==> src/rtl/axioma_fetch_pkg.sv <==
// -----------------------------------------------------------------------------
// axioma_fetch_pkg
//   Shared definitions for the instruction prefetch unit: FSM state encoding,
//   default geometry and the instruction word type.
// -----------------------------------------------------------------------------
package axioma_fetch_pkg;

    // Default geometry
    localparam int DEPTH_DEF  = 4;
    localparam int ADDR_W_DEF = 16;

    // Instruction word; an empty queue presents this value on cpu_data
    typedef logic [15:0] instr_t;
    localparam instr_t NOP_WORD = 16'h0000;

    // Prefetch FSM encoding (kept as plain constants for legacy tools)
    localparam logic [1:0] ST_IDLE  = 2'b00;  // no request outstanding
    localparam logic [1:0] ST_BUSY  = 2'b01;  // live request, data will be kept
    localparam logic [1:0] ST_STALE = 2'b10;  // request outstanding, data will be dropped

endpackage : axioma_fetch_pkg

==> src/rtl/axioma_fetch_fifo.sv <==
// -----------------------------------------------------------------------------
// axioma_fetch_fifo
//   Circular instruction buffer for the prefetch unit.
//
// Ports:
//   clk, reset_n  clock, asynchronous active-low reset
//   push, wdata   write one word at the tail (ignored when full)
//   pop           drop the head word (ignored when empty)
//   flush         empty the buffer; wins over push and pop in the same cycle
//   rdata         head word, NOP_WORD while empty
//   count         current occupancy, 0..DEPTH
// -----------------------------------------------------------------------------
module axioma_fetch_fifo
    import axioma_fetch_pkg::*;
#(
    parameter int DEPTH = DEPTH_DEF
) (
    input  logic                         clk,
    input  logic                         reset_n,
    input  logic                         push,
    input  logic                         pop,
    input  logic                         flush,
    input  logic [15:0]                  wdata,
    output logic [15:0]                  rdata,
    output logic [$clog2(DEPTH+1)-1:0]   count
);

    localparam int PTR_W = $clog2(DEPTH);
    localparam int CNT_W = $clog2(DEPTH + 1);
    localparam logic [CNT_W-1:0] FULL_CNT = CNT_W'(DEPTH);

    instr_t           mem_q [DEPTH];
    logic [PTR_W-1:0] rd_ptr_q, rd_ptr_d;
    logic [PTR_W-1:0] wr_ptr_q, wr_ptr_d;
    logic [CNT_W-1:0] count_q, count_d;
    logic             do_push, do_pop;

    always_comb begin
        do_push  = push && !flush && (count_q != FULL_CNT);
        do_pop   = pop  && !flush && (count_q != '0);
        rd_ptr_d = rd_ptr_q;
        wr_ptr_d = wr_ptr_q;
        count_d  = count_q;
        if (flush) begin
            rd_ptr_d = '0;
            wr_ptr_d = '0;
            count_d  = '0;
        end else begin
            // DEPTH is a power of two, so the pointers wrap on their own
            if (do_push) wr_ptr_d = wr_ptr_q + PTR_W'(1);
            if (do_pop)  rd_ptr_d = rd_ptr_q + PTR_W'(1);
            count_d = count_q + CNT_W'(do_push) - CNT_W'(do_pop);
        end
    end

    always_ff @(posedge clk or negedge reset_n) begin
        if (!reset_n) begin
            rd_ptr_q <= '0;
            wr_ptr_q <= '0;
            count_q  <= '0;
        end else begin
            rd_ptr_q <= rd_ptr_d;
            wr_ptr_q <= wr_ptr_d;
            count_q  <= count_d;
        end
    end

    // Storage carries no reset; an empty buffer never exposes it
    always_ff @(posedge clk) begin
        if (do_push) mem_q[wr_ptr_q] <= wdata;
    end

    assign rdata = (count_q != '0) ? mem_q[rd_ptr_q] : NOP_WORD;
    assign count = count_q;

endmodule : axioma_fetch_fifo

==> src/rtl/axioma_fetch_unit.sv <==
// -----------------------------------------------------------------------------
// axioma_fetch_unit
//   Instruction prefetch stage in front of the core's program-memory port.
//   Streams sequential word reads from Flash into a small queue and serves the
//   CPU from the queue head. A CPU address that is not the head address
//   flushes the queue and restarts prefetch from that address.
//
// Ports:
//   clk, reset_n          clock, asynchronous active-low reset
//   fetch_en              allow new Flash requests (an outstanding one completes)
//   cpu_req, cpu_addr     CPU fetch request and word address
//   cpu_data, cpu_ready   head word; ready means it matches cpu_addr and is
//                         consumed at the clock edge
//   flash_req, flash_addr Flash request, held with a stable address until ack
//   flash_ack, flash_rdata single-cycle completion with read data
//   queue_count           queue occupancy (debug)
// -----------------------------------------------------------------------------
module axioma_fetch_unit
    import axioma_fetch_pkg::*;
#(
    parameter int DEPTH  = DEPTH_DEF,
    parameter int ADDR_W = ADDR_W_DEF
) (
    input  logic                        clk,
    input  logic                        reset_n,
    input  logic                        fetch_en,
    input  logic                        cpu_req,
    input  logic [ADDR_W-1:0]           cpu_addr,
    output logic [15:0]                 cpu_data,
    output logic                        cpu_ready,
    output logic                        flash_req,
    output logic [ADDR_W-1:0]           flash_addr,
    input  logic                        flash_ack,
    input  logic [15:0]                 flash_rdata,
    output logic [$clog2(DEPTH+1)-1:0]  queue_count
);

    localparam int CNT_W = $clog2(DEPTH + 1);
    localparam logic [CNT_W-1:0] FULL_CNT = CNT_W'(DEPTH);

    logic [1:0]        state_q, state_d;
    logic [ADDR_W-1:0] head_addr_q, head_addr_d;    // address of the queue head word
    logic [ADDR_W-1:0] fetch_addr_q, fetch_addr_d;  // next address to request
    logic [ADDR_W-1:0] stale_addr_q, stale_addr_d;  // address of a request being discarded

    logic [CNT_W-1:0]  fifo_count;
    logic [15:0]       fifo_rdata;
    logic [CNT_W-1:0]  count_next;
    logic              hit, redirect, push, space;

    // -------------------------------------------------------------------------
    // CPU side: hit serves the head, anything else re-targets the stream.
    // A request for the head address while the queue is empty simply waits.
    // -------------------------------------------------------------------------
    always_comb begin
        hit      = cpu_req && (fifo_count != '0) && (cpu_addr == head_addr_q);
        redirect = cpu_req && !hit && ((fifo_count != '0) || (cpu_addr != head_addr_q));
        // Only a live request's data is kept; data arriving alongside a
        // redirect belongs to the old stream.
        push     = (state_q == ST_BUSY) && flash_ack && !redirect;
    end

    // Occupancy after this edge; a flush leaves the queue empty, so a redirect
    // always has room to restart immediately.
    always_comb begin
        if (redirect) count_next = '0;
        else          count_next = fifo_count + CNT_W'(push) - CNT_W'(hit);
        space = (count_next < FULL_CNT);
    end

    // -------------------------------------------------------------------------
    // Request FSM: at most one Flash request in flight, never withdrawn.
    // -------------------------------------------------------------------------
    always_comb begin
        state_d      = state_q;
        stale_addr_d = stale_addr_q;
        case (state_q)
            ST_IDLE: begin
                if (fetch_en && space) state_d = ST_BUSY;
            end
            ST_BUSY: begin
                if (flash_ack) begin
                    // With a redirect this restarts at the new address with no gap
                    state_d = (fetch_en && space) ? ST_BUSY : ST_IDLE;
                end else if (redirect) begin
                    // Flash still owns the old address until it acks
                    state_d      = ST_STALE;
                    stale_addr_d = fetch_addr_q;
                end
            end
            ST_STALE: begin
                if (flash_ack) state_d = (fetch_en && space) ? ST_BUSY : ST_IDLE;
            end
            default: state_d = ST_IDLE;
        endcase
    end

    // Address registers wrap modulo 2^ADDR_W
    always_comb begin
        head_addr_d  = head_addr_q;
        fetch_addr_d = fetch_addr_q;
        if (redirect) begin
            head_addr_d  = cpu_addr;
            fetch_addr_d = cpu_addr;
        end else begin
            if (hit)  head_addr_d  = head_addr_q  + ADDR_W'(1);
            if (push) fetch_addr_d = fetch_addr_q + ADDR_W'(1);
        end
    end

    always_ff @(posedge clk or negedge reset_n) begin
        if (!reset_n) begin
            state_q      <= ST_IDLE;
            head_addr_q  <= '0;
            fetch_addr_q <= '0;
            stale_addr_q <= '0;
        end else begin
            state_q      <= state_d;
            head_addr_q  <= head_addr_d;
            fetch_addr_q <= fetch_addr_d;
            stale_addr_q <= stale_addr_d;
        end
    end

    axioma_fetch_fifo #(
        .DEPTH (DEPTH)
    ) u_fifo (
        .clk     (clk),
        .reset_n (reset_n),
        .push    (push),
        .pop     (hit),
        .flush   (redirect),
        .wdata   (flash_rdata),
        .rdata   (fifo_rdata),
        .count   (fifo_count)
    );

    assign flash_req   = (state_q != ST_IDLE);
    assign flash_addr  = (state_q == ST_STALE) ? stale_addr_q : fetch_addr_q;
    assign cpu_ready   = hit;
    assign cpu_data    = fifo_rdata;
    assign queue_count = fifo_count;

endmodule : axioma_fetch_unit

==> config.mk <==
export PLATFORM = sky130hd
export DESIGN_NAME = axioma_fetch_unit
export DESIGN_NICKNAME = d
export VERILOG_FILES = /design/src/rtl/axioma_fetch_pkg.sv /design/src/rtl/axioma_fetch_fifo.sv /design/src/rtl/axioma_fetch_unit.sv
export SDC_FILE = /design/constraint.sdc
export NUM_CORES = 1
export LEC_CHECK = 0
export ABC_CLOCK_PERIOD_IN_PS = 9000
export CAP_MARGIN = 20
export CORE_ASPECT_RATIO = 1.1
export CORE_MARGIN = 2
export CORE_UTILIZATION = 45
export DETAILED_ROUTE_END_ITERATION = 10
export GPL_TIMING_DRIVEN = 0
export PLACE_DENSITY = 0.64
export SLEW_MARGIN = 20
export SYNTH_ARGS = -nofsm -noshare
export SYNTH_HDL_FRONTEND = slang
export SYNTH_HIERARCHICAL = 1
export SYNTH_SLANG_ARGS = --single-unit
==> constraint.sdc <==
create_clock -name clk -period 9 [get_ports clk]
set_input_delay 2.25 -clock clk [delete_from_list [all_inputs] [get_ports clk]]
set_output_delay 2.25 -clock clk [all_outputs]
set_load 0.05 [all_outputs]
Word-level counts from Yosys, hierarchy flattened. Memory sizes are Yosys's and may differ from the RTL's. Cells that the tools add are included.

Word-level logic and storage cells: 69. Bits in writable memories: 64. Output and inout bits: 37. Memories: 1. Register bits after elaboration: 57.

Bitwise logic cells: 1. Reductions and logical operators: 23. $add $sub $neg: 8. Eq/ne operators: 8. Mux-type cells: 20. Magnitude comparators: 1.

Memories: u_fifo.mem_q (words 4, bits a word 16, read ports 1, clocked after memory_dff 0, wr ports 1, RTL line axioma_fetch_fifo.sv:32) `instr_t mem_q [DEPTH];`.

Operators by type and width (number): $mux W16 (6); $add A16 B1 Y16 const B (2); $eq A16 B16 Y1 (1); $mux W2 (8); $ne A16 B16 Y1 (1); $logic_and A1 B1 Y1 (11); $reduce_bool A2 Y1 (5); $add A3 B1 Y3 (2); $mux W3 (2); $pmux W2 S3 (1); $reduce_and A3 Y1 (2); $sub A3 B1 Y3 (2); $add A2 B1 Y2 const B (2); $ne A2 B2 Y1 const B (2); $lt A3 B3 Y1 const B (1); $mux W1 (3); $ne A3 B2 Y1 const B (1); $ne A3 B3 Y1 const B (1); $reduce_bool A3 Y1 (1); $eq A2 B1 Y1 const B (1); $eq A2 B2 Y1 const B (1); $logic_not A1 Y1 (2); $logic_not A2 Y1 (1); $logic_or A1 B1 Y1 (1); $not A1 Y1 (1).

Depth between registers and ports, before layout.
Word-level depth: 16. Gate-level depth with buffers: 19. Depth with buffers taken out: 16.

Hierarchy. Netlist, hierarchy kept.

Modules (own cells, without submodules): axioma_fetch_unit (area each 2962.8 µm², cells each 292, instances 1, seq. area each 1251.2 µm²); axioma_fetch_fifo (area each 2874.0 µm², cells each 147, instances 1, seq. area each 2097.0 µm²).

Least setup slack after synthesis. OpenSTA, ideal clock, no wires.

Path type: input to output. From: input cpu_addr[5]. To: output cpu_ready. Data required time: 6.750 ns. Stages: 6. Arrival: 4.086 ns. Slack: 2.664 ns. Cells stage by stage: xnor2_1 -> nand4_1 -> or4_1 -> buf_2 -> buf_2 -> nor2_1.

Word-level cells in the longest chain between the ends: 2.

Ends and longest elaborated chain: start: declaration (RTL line axioma_fetch_unit.sv:28) `input logic [ADDR_W-1:0] cpu_addr,`; $eq A16 B16 Y1 (RTL line axioma_fetch_unit.sv:56) `hit = cpu_req && (fifo_count != '0) && (cpu_addr == head_addr_q);`; $logic_and A1 B1 Y1 (RTL line axioma_fetch_unit.sv:56); end: declaration (RTL line axioma_fetch_unit.sv:30) `output logic cpu_ready,`.

Every way passes these cells.

Worst setup path after layout.
From: input cpu_addr[13]. To: output cpu_ready.

Same word-level chain as after synthesis.

==> flow_summary_export.csv <==
group,metric,value,unit
critical_path,crit_type,"input port to primary output",
pwr,power_frac_seq,0.426,
final_layout,fin_nets,580,
synthesis,async_flop_share,0.4711,
timing,fmax,0.1321,GHz
floorplan,pin_count,74,
timing,slew_violations,0,
synthesis,synth.distinct_cells,51,
cts,cts_tree,"yes",
timing,finalHoldViolations,0,
floorplan,core_area,0.01264,mm²
synthesis,avgSynthCellArea,13.30,µm²
drt,postRouteAntennaNets,0,
drt,route.detailed.wl_per_inst,18.32,µm
drt,drt_wl_total,12860,µm
cts,htree_levels,4,
drt,viasPerCell,5.533,
drt,firstDrtPassIters,7,
synthesis,ys.flop_type,"edfxtp_1",
critical_path,endpoint,"cpu_ready",
cts,postCtsResizedCells,0,
grt,grt_pass1_vias,4064,
pwr,irDropWorstVdd,267.0,µV
synthesis,synth.area.top_cells,"edfxtp_1, dfrtp_1, mux4_2, mux2_2, xnor2_1",
cts,cts_made_buffers,17,
timing,rsz0062_at_grt,"false",
floorplan,initial_core_util,0.4617,
synthesis,ys_ff_latch,121,
critical_path,cp-end-kind,"primary output",
pwr,p_per_area,214.1,mW/mm²
final_layout,n_fill_cell,1034,
synthesis,syn_nets,487,
pwr,power,1.577,mW
cts,cts.sinks,121,
cts,clk_pin_slew,0.05,ns
grt,grt_pass1_wl,20960,µm
synthesis,post-synth-top-area-cell,"edfxtp_1",
timing,min_period,7.567,ns
final_layout,final_cells,702,
timing,setup_violations,0,
final_layout,area_growth,26.19,%
hold_path,min_path_type,"register to register",
synthesis,yosysWarnings,6,
timing,timing.final.crit_share,0.8408,
critical_path,r2r_cells,18,
synthesis,netlist_area,0.005837,mm²
grt,antenna_found_initial,0,
final_layout,drive_gt1_frac,0.1817,
floorplan,dieArea,0.01390,mm²
place,hpwl,8913,µm
timing,relSlewSlack,0.3945,
synthesis,synth.most_common_cell,"edfxtp_1",
critical_path,startpoint,"cpu_addr[13]",
pwr,leakagePower,2.789,nW
pwr,pwr-share-clk,0.424,
place,placed_cells,670,
pwr,switchingPower,0.4018,mW
pwr,p_int,1.175,mW
final_layout,antennaDiodeCount,0,
cts,hold_buffers,0,
run_status,outcome,"finished, final reports clean",
critical_path,startpoint_type,"input port",
floorplan,die_y,123.5,µm
cts,cts_root_buf,"clkbuf_16",
drt,drc,0,
place,port_buffers,73,
timing,setup_tns,0,ns
synthesis,synth-seq-area-share,0.5736,
drt,num_vias,3884,
flow_run,cap_violations,0,
pwr,sw_frac_of_total,0.2548,
critical_path,r2r_start,"head_addr_q[7]",
synthesis,syn_inst,439,
cts,cts_buffer_depth,2,
timing,skew,0.01067,ns
critical_path,r2r_setup_slack,4.71,ns
synthesis,synth_top_cell_area_share,0.3293,
floorplan,fp.dieW,112.6,µm
synthesis,synthTopCellsByCount,"edfxtp_1, dfrtp_1, nand2_1",
drt,drtIter0Drc,218,
floorplan,std_cell_rows,43,
cts,clk_latency,0.42,ns
pwr,pwr-share-comb,0.150,
place,place.gp.congestion,0.9056,
grt,overflow,0,
timing,tightestPinTransition,0.9083,ns
cts,cts_setup_buffers,0,
critical_path,crit_arrival,5.32,ns
critical_path,worstPathMaxFanout,10,
grt,grt_use_total,0.1990,
critical_path,r2r_end,"u_fifo/count[2]",
synthesis,synth-edff-count,64,
critical_path,required,6.75,ns
grt,grt_max_degree,30,
[worst min path at each step]
stage | start | to | slack, ns | depth (start not counted)
2_1_floorplan | stale_addr_q[0] | stale_addr_q[0] | 0.48 | 1
3_3_place_gp | stale_addr_q[0] | stale_addr_q[0] | 0.48 | 1
3_5_place_dp | stale_addr_q[1] | stale_addr_q[1] | 0.49 | 1
4_1_cts | stale_addr_q[1] | stale_addr_q[1] | 0.50 | 1
5_1_grt | stale_addr_q[2] | stale_addr_q[2] | 0.52 | 1
6_report | stale_addr_q[1] | stale_addr_q[1] | 0.50 | 1
[power groups by stage]
stage / Combinational (mW) / Clock, mW / Sequential (mW)
after floorplan: 0.165 / 0 / 0.670
after global placement: 0.233 / 0 / 0.678
after detailed placement: 0.238 / 0 / 0.681
after CTS: 0.240 / 0.683 / 0.671
after global routing: 0.255 / 0.708 / 0.678
final: 0.237 / 0.669 / 0.671
[through the flow]
stage / instance area, µm² / setup slack (ns) / utilization / hold slack, ns
4_1_cts: 7366 / 1.445 / 0.5826 / 0.5023
6_report: 7366 / 1.433 / 0.5826 / 0.5023
2_1_floorplan: 5837 / 2.664 / - / 0.4753
3_3_place_gp: 6764 / 1.476 / 0.5350 / 0.4846
5_1_grt: 7366 / 1.275 / 0.5826 / 0.5185
3_5_place_dp: 6782 / 1.458 / 0.5364 / 0.4899
[final cells by class]
type                    instances  area [µm²]  share of cell area
clock buffers                  17       425.4             0.05775
plain buffers                  20       108.9             0.01478
clock inverters                15       158.9             0.02157
well taps                     157       196.4             0.02667
flip-flops and latches        121        3348              0.4546
repair buffers                 74       748.2              0.1016
inverters                      14       52.55            0.007134
multi-input cells             284        2327              0.3160
[layer usage]
| layer | GRT usage | vias to the layer above | part of all wire |
|---|---|---|---|
| met5 | 0 | - | 0 |
| li1 | - | 1809 | - |
| met1 | 0.2475 | 1955 | 0.43 |
| met2 | 0.3350 | 103 | 0.50 |
| met3 | 0.05196 | 17 | 0.048 |
| met4 | 0.07851 | 0 | 0.018 |
[layout by cell type, fill, tap and decap left out, drive strengths merged, types with 11 or more instances in the layout]
| cell | n |
|---|---|
| edfxtp | 64 |
| nand2 | 32 |
| dfrtp | 57 |
| clkbuf | 24 |
| inv | 14 |
| nor2b | 18 |
| nor2 | 13 |
| nand4 | 11 |
| mux4 | 16 |
| mux2 | 33 |
| xnor2 | 26 |
| buf | 15 |
| clkdlybuf4s50 | 72 |
| nand3 | 22 |
| o21ai | 15 |
[logic make-up (layout without fill, tap and decap cells)]
group / Yosys count / after routing / share of synthesized area
simple gates: 145 / 145 / 0.1331
flops: 121 / 121 / 0.5736
buf+inv: 34 / 140 / 0.02765
mux: 51 / 51 / 0.1346
xor+xnor: 35 / 35 / 0.05509
compound gates: 42 / 42 / 0.05102
fa+ha+maj: 11 / 11 / 0.02487
[registers in the layout, summed over array words and instances, names as in the netlist]
| name | count |
|---|---|
| fetch_addr_q | 16 |
| head_addr_q | 16 |
| stale_addr_q | 16 |
| state_q | 2 |
| u_fifo/count | 3 |
| u_fifo/mem_q | 64 |
| u_fifo/rd_ptr_q | 2 |
| u_fifo/wr_ptr_q | 2 |
[critical path, cell delays in order]
cell and delay [ns]:
clkdlybuf4s50_1 0.50, xnor2_1 0.26, nand4_1 0.14, or4_1 0.53
buf_2 0.20, buf_2 0.22, nor2_1 0.35, clkdlybuf4s50_1 0.88
(Power assumes the default switching activity.)
